$ cat config.mk
export PLATFORM = sky130hd
export DESIGN_NAME = sap_ram
export DESIGN_NICKNAME = d
export VERILOG_FILES = /design/src/rtl/sap_pkg.sv /design/src/rtl/sap_ram_array.sv /design/src/rtl/sap_ram.sv
export SDC_FILE = /design/constraint.sdc
export NUM_CORES = 1
export LEC_CHECK = 0
export ABC_CLOCK_PERIOD_IN_PS = 3300
export CAP_MARGIN = 20
export CORE_ASPECT_RATIO = 2
export CORE_MARGIN = 1
export CORE_UTILIZATION = 58
export DETAILED_ROUTE_END_ITERATION = 16
export GPL_ROUTABILITY_DRIVEN = 0
export PLACE_DENSITY = 0.87
export SETUP_SLACK_MARGIN = 0.5
export SLEW_MARGIN = 25
export SYNTH_ARGS = -nofsm -noshare
export SYNTH_HDL_FRONTEND = slang
export SYNTH_HIERARCHICAL = 1
export SYNTH_SLANG_ARGS = --single-unit
$ cat constraint.sdc
create_clock -name clk -period 3.3 [get_ports clk]
set_input_delay 0.495 -clock clk [delete_from_list [all_inputs] [get_ports clk]]
set_output_delay 0.495 -clock clk [all_outputs]
set_load 0.005 [all_outputs]
$ cat src/rtl/sap_pkg.sv
// rtl/sap_pkg.sv - shared types and default widths for the SAP-1 main memory
package sap_pkg;

  localparam int SAP_ADDR_W = 4;
  localparam int SAP_DATA_W = 8;

  typedef enum logic [1:0] {
    S_CLEAR = 2'd0,
    S_RUN   = 2'd1,
    S_PROG  = 2'd2
  } ram_state_t;

endpackage

$ cat src/rtl/sap_ram_array.sv
// rtl/sap_ram_array.sv - single write port, single synchronous read-first read port storage
module sap_ram_array #(
  parameter int ADDR_W = 4,
  parameter int DATA_W = 8
) (
  input  logic              clk,
  input  logic              rst,
  input  logic              wr_en,
  input  logic [ADDR_W-1:0] wr_addr,
  input  logic [DATA_W-1:0] wr_data,
  input  logic              rd_en,
  input  logic [ADDR_W-1:0] rd_addr,
  output logic [DATA_W-1:0] rd_data
);

  localparam int DEPTH = 2 ** ADDR_W;

  logic [DATA_W-1:0] mem [DEPTH];
  logic [DATA_W-1:0] rd_data_q;
  logic [DATA_W-1:0] rd_data_d;

  // Storage write; contents are deliberately not reset so a reset leaves words as-is
  always_ff @(posedge clk) begin
    if (wr_en) begin
      mem[wr_addr] <= wr_data;
    end
  end

  // Read data sampled from the array before this edge's write lands: read-first
  always_comb begin
    rd_data_d = rd_data_q;
    if (rd_en) begin
      rd_data_d = mem[rd_addr];
    end
  end

  // Read register; holds its last value when no read is requested
  always_ff @(posedge clk or posedge rst) begin
    if (rst) begin
      rd_data_q <= '0;
    end else begin
      rd_data_q <= rd_data_d;
    end
  end

  assign rd_data = rd_data_q;

endmodule

$ cat src/rtl/sap_ram.sv
// rtl/sap_ram.sv - SAP-1 main memory with bus port, loader port and post-reset clear sweep
module sap_ram
  import sap_pkg::*;
#(
  parameter int ADDR_W         = SAP_ADDR_W,
  parameter int DATA_W         = SAP_DATA_W,
  parameter int CLEAR_ON_RESET = 1
) (
  input  logic              clk,
  input  logic              rst,
  input  logic [ADDR_W-1:0] address_in,
  input  logic              oe,
  input  logic              we,
  input  logic [DATA_W-1:0] bus_in,
  output logic [DATA_W-1:0] data_out,
  output logic              bus_drive,
  input  logic              prog_mode,
  input  logic [ADDR_W-1:0] prog_addr,
  input  logic [DATA_W-1:0] prog_data,
  input  logic              prog_valid,
  output logic              prog_ready,
  output logic              busy
);

  localparam ram_state_t       RESET_STATE = (CLEAR_ON_RESET != 0) ? S_CLEAR : S_RUN;
  localparam logic [ADDR_W-1:0] LAST_ADDR  = '1;

  ram_state_t        state_q, state_d;
  logic [ADDR_W-1:0] cnt_q, cnt_d;
  logic              bus_drive_q, bus_drive_d;

  logic              wr_en;
  logic [ADDR_W-1:0] wr_addr;
  logic [DATA_W-1:0] wr_data;
  logic              rd_en;

  // Next state plus write-port mux: sweep, loader or bus, chosen by the current mode
  always_comb begin
    state_d     = state_q;
    cnt_d       = cnt_q;
    bus_drive_d = 1'b0;
    wr_en       = 1'b0;
    wr_addr     = address_in;
    wr_data     = bus_in;
    rd_en       = 1'b0;
    unique case (state_q)
      S_CLEAR: begin
        wr_en   = 1'b1;
        wr_addr = cnt_q;
        wr_data = '0;
        cnt_d   = cnt_q + 1'b1;
        if (cnt_q == LAST_ADDR) begin
          // A loader request seen during the sweep takes effect as soon as it ends
          state_d = prog_mode ? S_PROG : S_RUN;
        end
      end
      S_RUN: begin
        rd_en       = oe;
        bus_drive_d = oe;
        // Simultaneous oe and we is contention: the read wins, the write is dropped
        wr_en       = we & ~oe;
        if (prog_mode) begin
          state_d = S_PROG;
        end
      end
      S_PROG: begin
        wr_addr = prog_addr;
        wr_data = prog_data;
        if (prog_mode) begin
          wr_en = prog_valid;
        end else begin
          state_d = S_RUN;
        end
      end
      default: begin
        state_d = RESET_STATE;
      end
    endcase
  end

  // Mode, sweep counter and bus-enable registers
  always_ff @(posedge clk or posedge rst) begin
    if (rst) begin
      state_q     <= RESET_STATE;
      cnt_q       <= '0;
      bus_drive_q <= 1'b0;
    end else begin
      state_q     <= state_d;
      cnt_q       <= cnt_d;
      bus_drive_q <= bus_drive_d;
    end
  end

  sap_ram_array #(
    .ADDR_W (ADDR_W),
    .DATA_W (DATA_W)
  ) u_array (
    .clk     (clk),
    .rst     (rst),
    .wr_en   (wr_en),
    .wr_addr (wr_addr),
    .wr_data (wr_data),
    .rd_en   (rd_en),
    .rd_addr (address_in),
    .rd_data (data_out)
  );

  assign bus_drive  = bus_drive_q;
  assign prog_ready = (state_q == S_PROG);
  assign busy       = (state_q == S_CLEAR);

endmodule
# --- Word level (Yosys, flattened, before mapping) ---
# Memory sizes are Yosys's and may differ from the RTL's. A register that Yosys moved wholly into a read port is not among the register bits.
# Cells that the tools add are included.
totals:
  elab_cells: 27
  mem_bits_rw: 128
  reg_bits: 7
  latchBits: 0
  mem_bits_ro: 0
  out_inout_bits: 11
  memories: 1
memory_table:
  columns: ["name", "words", "word_bits", "read_ports", "rd_ports_with_merged_regs", "write_ports", "line", "source"]
  rows:
  - ["u_array.mem", 16, 8, 1, 1, 1, "sap_ram_array.sv:18", "logic [DATA_W-1:0] mem [DEPTH];"]
op_classes:
  bitwise: 2
  n_mux: 12
  n_div: 0
  n_addsub: 1
  eq_ne: 6
  shifts: 0
  order_cmp: 0
  mul: 0
  n_reduce_logical: 2
ops:
  columns: ["cell", "n"]
  rows:
  - ["$pmux W8 S2", 1]
  - ["$mux W2", 4]
  - ["$pmux W4 S2", 1]
  - ["$pmux W2 S3", 1]
  - ["$add A4 B1 Y4 const B", 1]
  - ["$eq A4 B4 Y1 const B", 1]
  - ["$mux W1", 4]
  - ["$ne A2 B2 Y1 const B", 2]
  - ["$pmux W1 S3", 1]
  - ["$reduce_and A3 Y1", 1]
  - ["$eq A2 B1 Y1 const B", 1]
  - ["$eq A2 B2 Y1 const B", 1]
  - ["$logic_not A2 Y1", 1]
  - ["$ne A2 B1 Y1 const B", 1]
  - ["$and A1 B1 Y1", 1]
  - ["$not A1 Y1", 1]

# --- Depth between registers and ports, before layout ---
depth:
  ltp_word: 5
  mapped_depth: 8
  ltp_nobuf: 5

# --- Hierarchy ---
# The synthesis kept the hierarchy.
by_module_without_submodules:
  columns: ["module", "n_inst", "cells_each", "area_each_um2"]
  rows:
  - ["sap_ram_array", 1, 241, 5335.1]
  - ["sap_ram", 1, 53, 564.3]

# --- Worst setup path after synthesis ---
# No wires, ideal clock.
synth_timing:
  kind: "reg-to-reg"
  startpoint: "register state_q[0]"
  endpoint: "memory u_array.mem[0][0] (enable)"
  period_less_slack_ns: 2.450
  path_stages_with_launch: 6
  slack_ns: 0.850
  arrival_ns: 2.067
  cell_sequence: "dfrtp_1 buf_6 a21boi_1 o22ai_1 or3b_2 nor3_1"
synth_via:
  elab_chain_cells: 4
synth_rtl:
  columns: ["item", "line", "source"]
  rows:
  - ["start, declared", "sap_ram.sv:28", "ram_state_t state_q, state_d;"]
  - ["start signal, assigned", "sap_ram.sv:88", "state_q <= state_d;"]
  - ["$eq A2 B2 Y1 (tied with other cells)", "sap_ram.sv:46", "unique case (state_q)"]
  - ["$pmux W1 S3 *", "sap_ram.sv:46", null]
  - ["named net wr_en", "sap_ram.sv:32", "logic wr_en;"]
  - ["$mux W1 *", "sap_ram_array.sv:24", "if (wr_en) begin"]
  - ["$mux W1 (not written as such) *", "sap_ram_array.sv:25", "mem[wr_addr] <= wr_data;"]
  - ["end, declared", "sap_ram_array.sv:18", null]
# Mark *: on every way through the listed nets, which the timed path passes. The rest lies on a longest branch.

# --- Worst setup path after layout ---
layout_timing:
  startpoint: "register state_q[0]"
  endpoint: "memory u_array.mem[6][1] (enable)"
layout_lines:
  columns: ["item", "line", "source"]
  rows:
  - ["$eq A2 B2 Y1 / $logic_not A2 Y1 (equally long branches)", "sap_ram.sv:46", null]
  - ["$pmux W4 S2 *", "sap_ram.sv:46", null]
  - ["named net wr_addr[1]", "sap_ram.sv:33", "logic [ADDR_W-1:0] wr_addr;"]
# Marks and branches as above.

==> metrics.txt <==
# TYPE chip_impl_metric gauge
chip_impl_info{name="status",value="complete, no violations"} 1
chip_impl_info{name="cp-start-kind",value="flip-flop"} 1
chip_impl_metric{name="ir_worst_vdd",unit="µV"} 705.9
chip_impl_metric{name="synth_top_cell_area_share",unit=""} 0.6515
chip_impl_metric{name="reported_max_cap_violation_count",unit=""} 0
chip_impl_metric{name="total_of_cells_resized_after_clock_tree_synthesis",unit=""} 0
chip_impl_metric{name="final_cell_count_no_fill",unit=""} 498
chip_impl_metric{name="maxSlewHeadroom",unit=""} 0.4732
chip_impl_metric{name="placedCellCount",unit=""} 466
chip_impl_metric{name="clock_latency_at_the_later_pin_of_the_worst_skew_pair",unit="ns"} 0.42
chip_impl_metric{name="synthCells",unit=""} 294
chip_impl_metric{name="grt_first_pass_wirelength",unit="mm"} 19.02
chip_impl_metric{name="worst_slew_pin_slew",unit="ns"} 0.7873
chip_impl_metric{name="clkSlewWorstSetupHoldPaths",unit="ns"} 0.06
chip_impl_metric{name="detail_route.wl_per_cell",unit="µm"} 25.55
chip_impl_info{name="worst-setup-path-type",value="reg2reg"} 1
chip_impl_metric{name="yosysUniqueCellTypes",unit=""} 38
chip_impl_metric{name="finalWorstPathRequiredPeriod",unit="ns"} 2.481
chip_impl_metric{name="detailed_place_hpwl",unit="mm"} 8.207
chip_impl_info{name="root_buffer",value="sky130_fd_sc_hd__clkbuf_16"} 1
chip_impl_metric{name="overflow",unit=""} 0
chip_impl_metric{name="leakage",unit="nW"} 2.440
chip_impl_metric{name="timing.reg2reg.worst_path_depth",unit=""} 5
chip_impl_metric{name="routed_via_density",unit=""} 6.359
chip_impl_info{name="timing.hold.worst.class",value="in2async"} 1
chip_impl_metric{name="syn-num-nets",unit=""} 325
chip_impl_metric{name="final.period_utilization",unit=""} 0.7518
chip_impl_metric{name="post-cts-setup-buffers",unit=""} 0
chip_impl_metric{name="grt_start_max_net_pins",unit=""} 25
chip_impl_metric{name="drtIter0Drc",unit=""} 385
chip_impl_metric{name="setup-tns-final",unit="ns"} 0
chip_impl_info{name="netlist.top_cell.by_area",value="sky130_fd_sc_hd__edfxtp_1"} 1
chip_impl_metric{name="floorplan.initialDensity",unit=""} 0.6003
chip_impl_metric{name="cts-buffers-inserted",unit=""} 17
chip_impl_metric{name="synth-edff-count",unit=""} 128
chip_impl_metric{name="num_io_pins",unit=""} 41
chip_impl_metric{name="syn_area_per_cell",unit="µm²"} 20.07
chip_impl_info{name="crit-reg2reg-launch",value="state_q[0]"} 1
chip_impl_metric{name="max_h_tree_level",unit=""} 4
chip_impl_info{name="most-common-layout-cells",value="sky130_fd_sc_hd__edfxtp_1 (128), sky130_fd_sc_hd__clkdlybuf4s50_1 (39), sky130_fd_sc_hd__mux4_2 (26)"} 1
chip_impl_info{name="tritoncts",value="done"} 1
chip_impl_metric{name="die-height",unit="µm"} 144.6
chip_impl_info{name="final_common_cell",value="sky130_fd_sc_hd__edfxtp_1"} 1
chip_impl_metric{name="drt_drc_violations_left",unit=""} 0
chip_impl_info{name="dominantRegCellSynth",value="sky130_fd_sc_hd__edfxtp_1"} 1
chip_impl_metric{name="synth-seq-cells",unit=""} 143
chip_impl_metric{name="synth_warnings",unit=""} 6
chip_impl_metric{name="ctsHoldBuffers",unit=""} 0
chip_impl_metric{name="drv_slew",unit=""} 0
chip_impl_metric{name="grt_pass1_vias",unit=""} 3322
chip_impl_metric{name="fin_worst_skew",unit="ns"} 0.01177
chip_impl_info{name="nature_of_the_critical_path_endpoint",value="flip-flop"} 1
chip_impl_metric{name="postRouteWirelength",unit="mm"} 12.72
chip_impl_metric{name="synth_sequential_area_ratio",unit=""} 0.7152
chip_impl_metric{name="critical_path_required",unit="ns"} 3.35
chip_impl_info{name="synth.top_cells.by_area",value="sky130_fd_sc_hd__edfxtp_1 (65%), sky130_fd_sc_hd__mux4_2 (9.9%), sky130_fd_sc_hd__dfrtp_1 (6.4%), sky130_fd_sc_hd__mux4_1 (2.7%), sky130_fd_sc_hd__mux2i_1 (2.0%)"} 1
chip_impl_metric{name="setup-violations-final",unit=""} 0
chip_impl_metric{name="timing.fmax",unit="MHz"} 403.1
chip_impl_metric{name="syn-cell-area",unit="µm²"} 5899
chip_impl_metric{name="synthArstFlopShare",unit=""} 0.1049
chip_impl_metric{name="timing.final.hold_violations",unit=""} 0
chip_impl_metric{name="critical_path_peak_fanout",unit=""} 14
chip_impl_metric{name="power.density_cell_area",unit="nW/µm²"} 964.5
chip_impl_metric{name="fp.dieW",unit="µm"} 73.32
chip_impl_metric{name="diode_count",unit=""} 0
chip_impl_metric{name="layout-area-overhead-vs-synth",unit="%"} 19.19
chip_impl_metric{name="port_buffers",unit=""} 40
chip_impl_metric{name="cts.sink_count",unit=""} 143
chip_impl_metric{name="timing.critical_path.arrival",unit="ns"} 2.53
chip_impl_metric{name="max-clock-path-buffers",unit=""} 2
chip_impl_metric{name="core",unit="µm²"} 9827
chip_impl_metric{name="detailedRoute.firstPassIterationCount",unit=""} 4
chip_impl_metric{name="finalNetCount",unit=""} 384
chip_impl_info{name="reg2reg_to",value="u_array/mem[6][1]"} 1
chip_impl_metric{name="die_area",unit="µm²"} 10600
chip_impl_info{name="unrepaired_setup_endpoints_after_global_routing",value="false"} 1
chip_impl_metric{name="via_count",unit=""} 3167
chip_impl_metric{name="reg_to_reg_slack_setup",unit="ns"} 0.82
chip_impl_metric{name="num-fill-cells",unit=""} 594
chip_impl_metric{name="number_of_nets_still_failing_antenna_checks_after_routing",unit=""} 0
chip_impl_metric{name="final_layout_size_suffix_gt1_frac",unit=""} 0.2951
chip_impl_metric{name="hold_ws",unit="ns"} 0.4065
chip_impl_metric{name="antenna_found_initial",unit=""} 0
chip_impl_metric{name="track_usage",unit=""} 0.2728
chip_impl_metric{name="rows",unit=""} 51
area by class of cell:
cell class                 instances  area, µm²  area share
inverter                           3      11.26    0.001601
tap                              132      165.2     0.02349
sequential                       143       4219      0.6000
timing repair buffer              58      530.5     0.07544
clock inverter                    14      180.2     0.02562
multi-input combinational        130       1486      0.2114
clock buffer                      18      439.2     0.06246
worst max-delay path, cell delays in order (launching register included):
cell                       delay [ns]
sky130_fd_sc_hd__dfrtp_1         0.73
sky130_fd_sc_hd__buf_4           0.32
sky130_fd_sc_hd__nand2_2         0.07
sky130_fd_sc_hd__o21ai_2         0.14
sky130_fd_sc_hd__nand2b_1        0.21
sky130_fd_sc_hd__nor2_1          0.65
power by group:
group,total (mW),leakage (nW),internal (mW),switching [mW]
Clock,1.98,0.298,1.22,0.760
Combinational,1.76,0.780,0.688,1.07
Sequential,3.04,1.36,2.80,0.242
logic make-up after synthesis:
logic type	count (synthesis)	synth area share
compound gates	32	0.05324
xor+xnor	3	0.004455
fa+ha+maj	1	0.002121
buf+inv	21	0.03287
flops	143	0.7152
mux	45	0.1483
simple gates	49	0.04390
cells in the mapped netlist, types with 3 or more instances:
master and count:
sky130_fd_sc_hd__edfxtp_1 128, sky130_fd_sc_hd__mux4_2 26, sky130_fd_sc_hd__nor2_1 20, sky130_fd_sc_hd__dfrtp_1 15
sky130_fd_sc_hd__mux2i_1 12, sky130_fd_sc_hd__a221oi_2 8, sky130_fd_sc_hd__buf_6 8, sky130_fd_sc_hd__o22ai_1 8
sky130_fd_sc_hd__a22o_2 7, sky130_fd_sc_hd__mux4_1 6, sky130_fd_sc_hd__nand2_1 5, sky130_fd_sc_hd__buf_1 4
sky130_fd_sc_hd__nand2_2 4, sky130_fd_sc_hd__nand2b_1 4, sky130_fd_sc_hd__nor3_1 4, sky130_fd_sc_hd__o21ai_2 4
sky130_fd_sc_hd__buf_12 3, sky130_fd_sc_hd__inv_1 3
metrics by stage:
step,utilization,setup WS (ns),power [mW],area [µm²]
after global placement,0.6525,0.7468,4.671,6412
after global routing,0.7156,0.7323,7.027,7032
after detailed placement,0.6525,0.6878,4.789,6412
after CTS,0.7156,0.8211,6.803,7032
after floorplan,-,0.8500,4.099,5899
final,0.7156,0.8191,6.782,7032
flip-flops by register name (all words and copies together) (netlist names):
register,count
u_array/rd_data,8
bus_drive,1
state_q,2
u_array/mem,128
cnt_q,4
layer usage:
metal | track usage | wire length, µm
met3 | 0.06551 | 818
met2 | 0.4600 | 6925
met5 | 0 | 0
met1 | 0.3102 | 4468
met4 | 0.1619 | 509
worst max-delay path by stage:
stage	endpoint	start	slack [ns]
after floorplan	u_array/mem[0][0]	state_q[0]	0.85
final	u_array/mem[6][1]	state_q[0]	0.82
after CTS	prog_ready	state_q[1]	0.82
after global routing	prog_ready	state_q[1]	0.73
after detailed placement	u_array/mem[10][2]	oe	0.69
after global placement	u_array/mem[0][2]	oe	0.75
(Power assumes the default switching activity.)
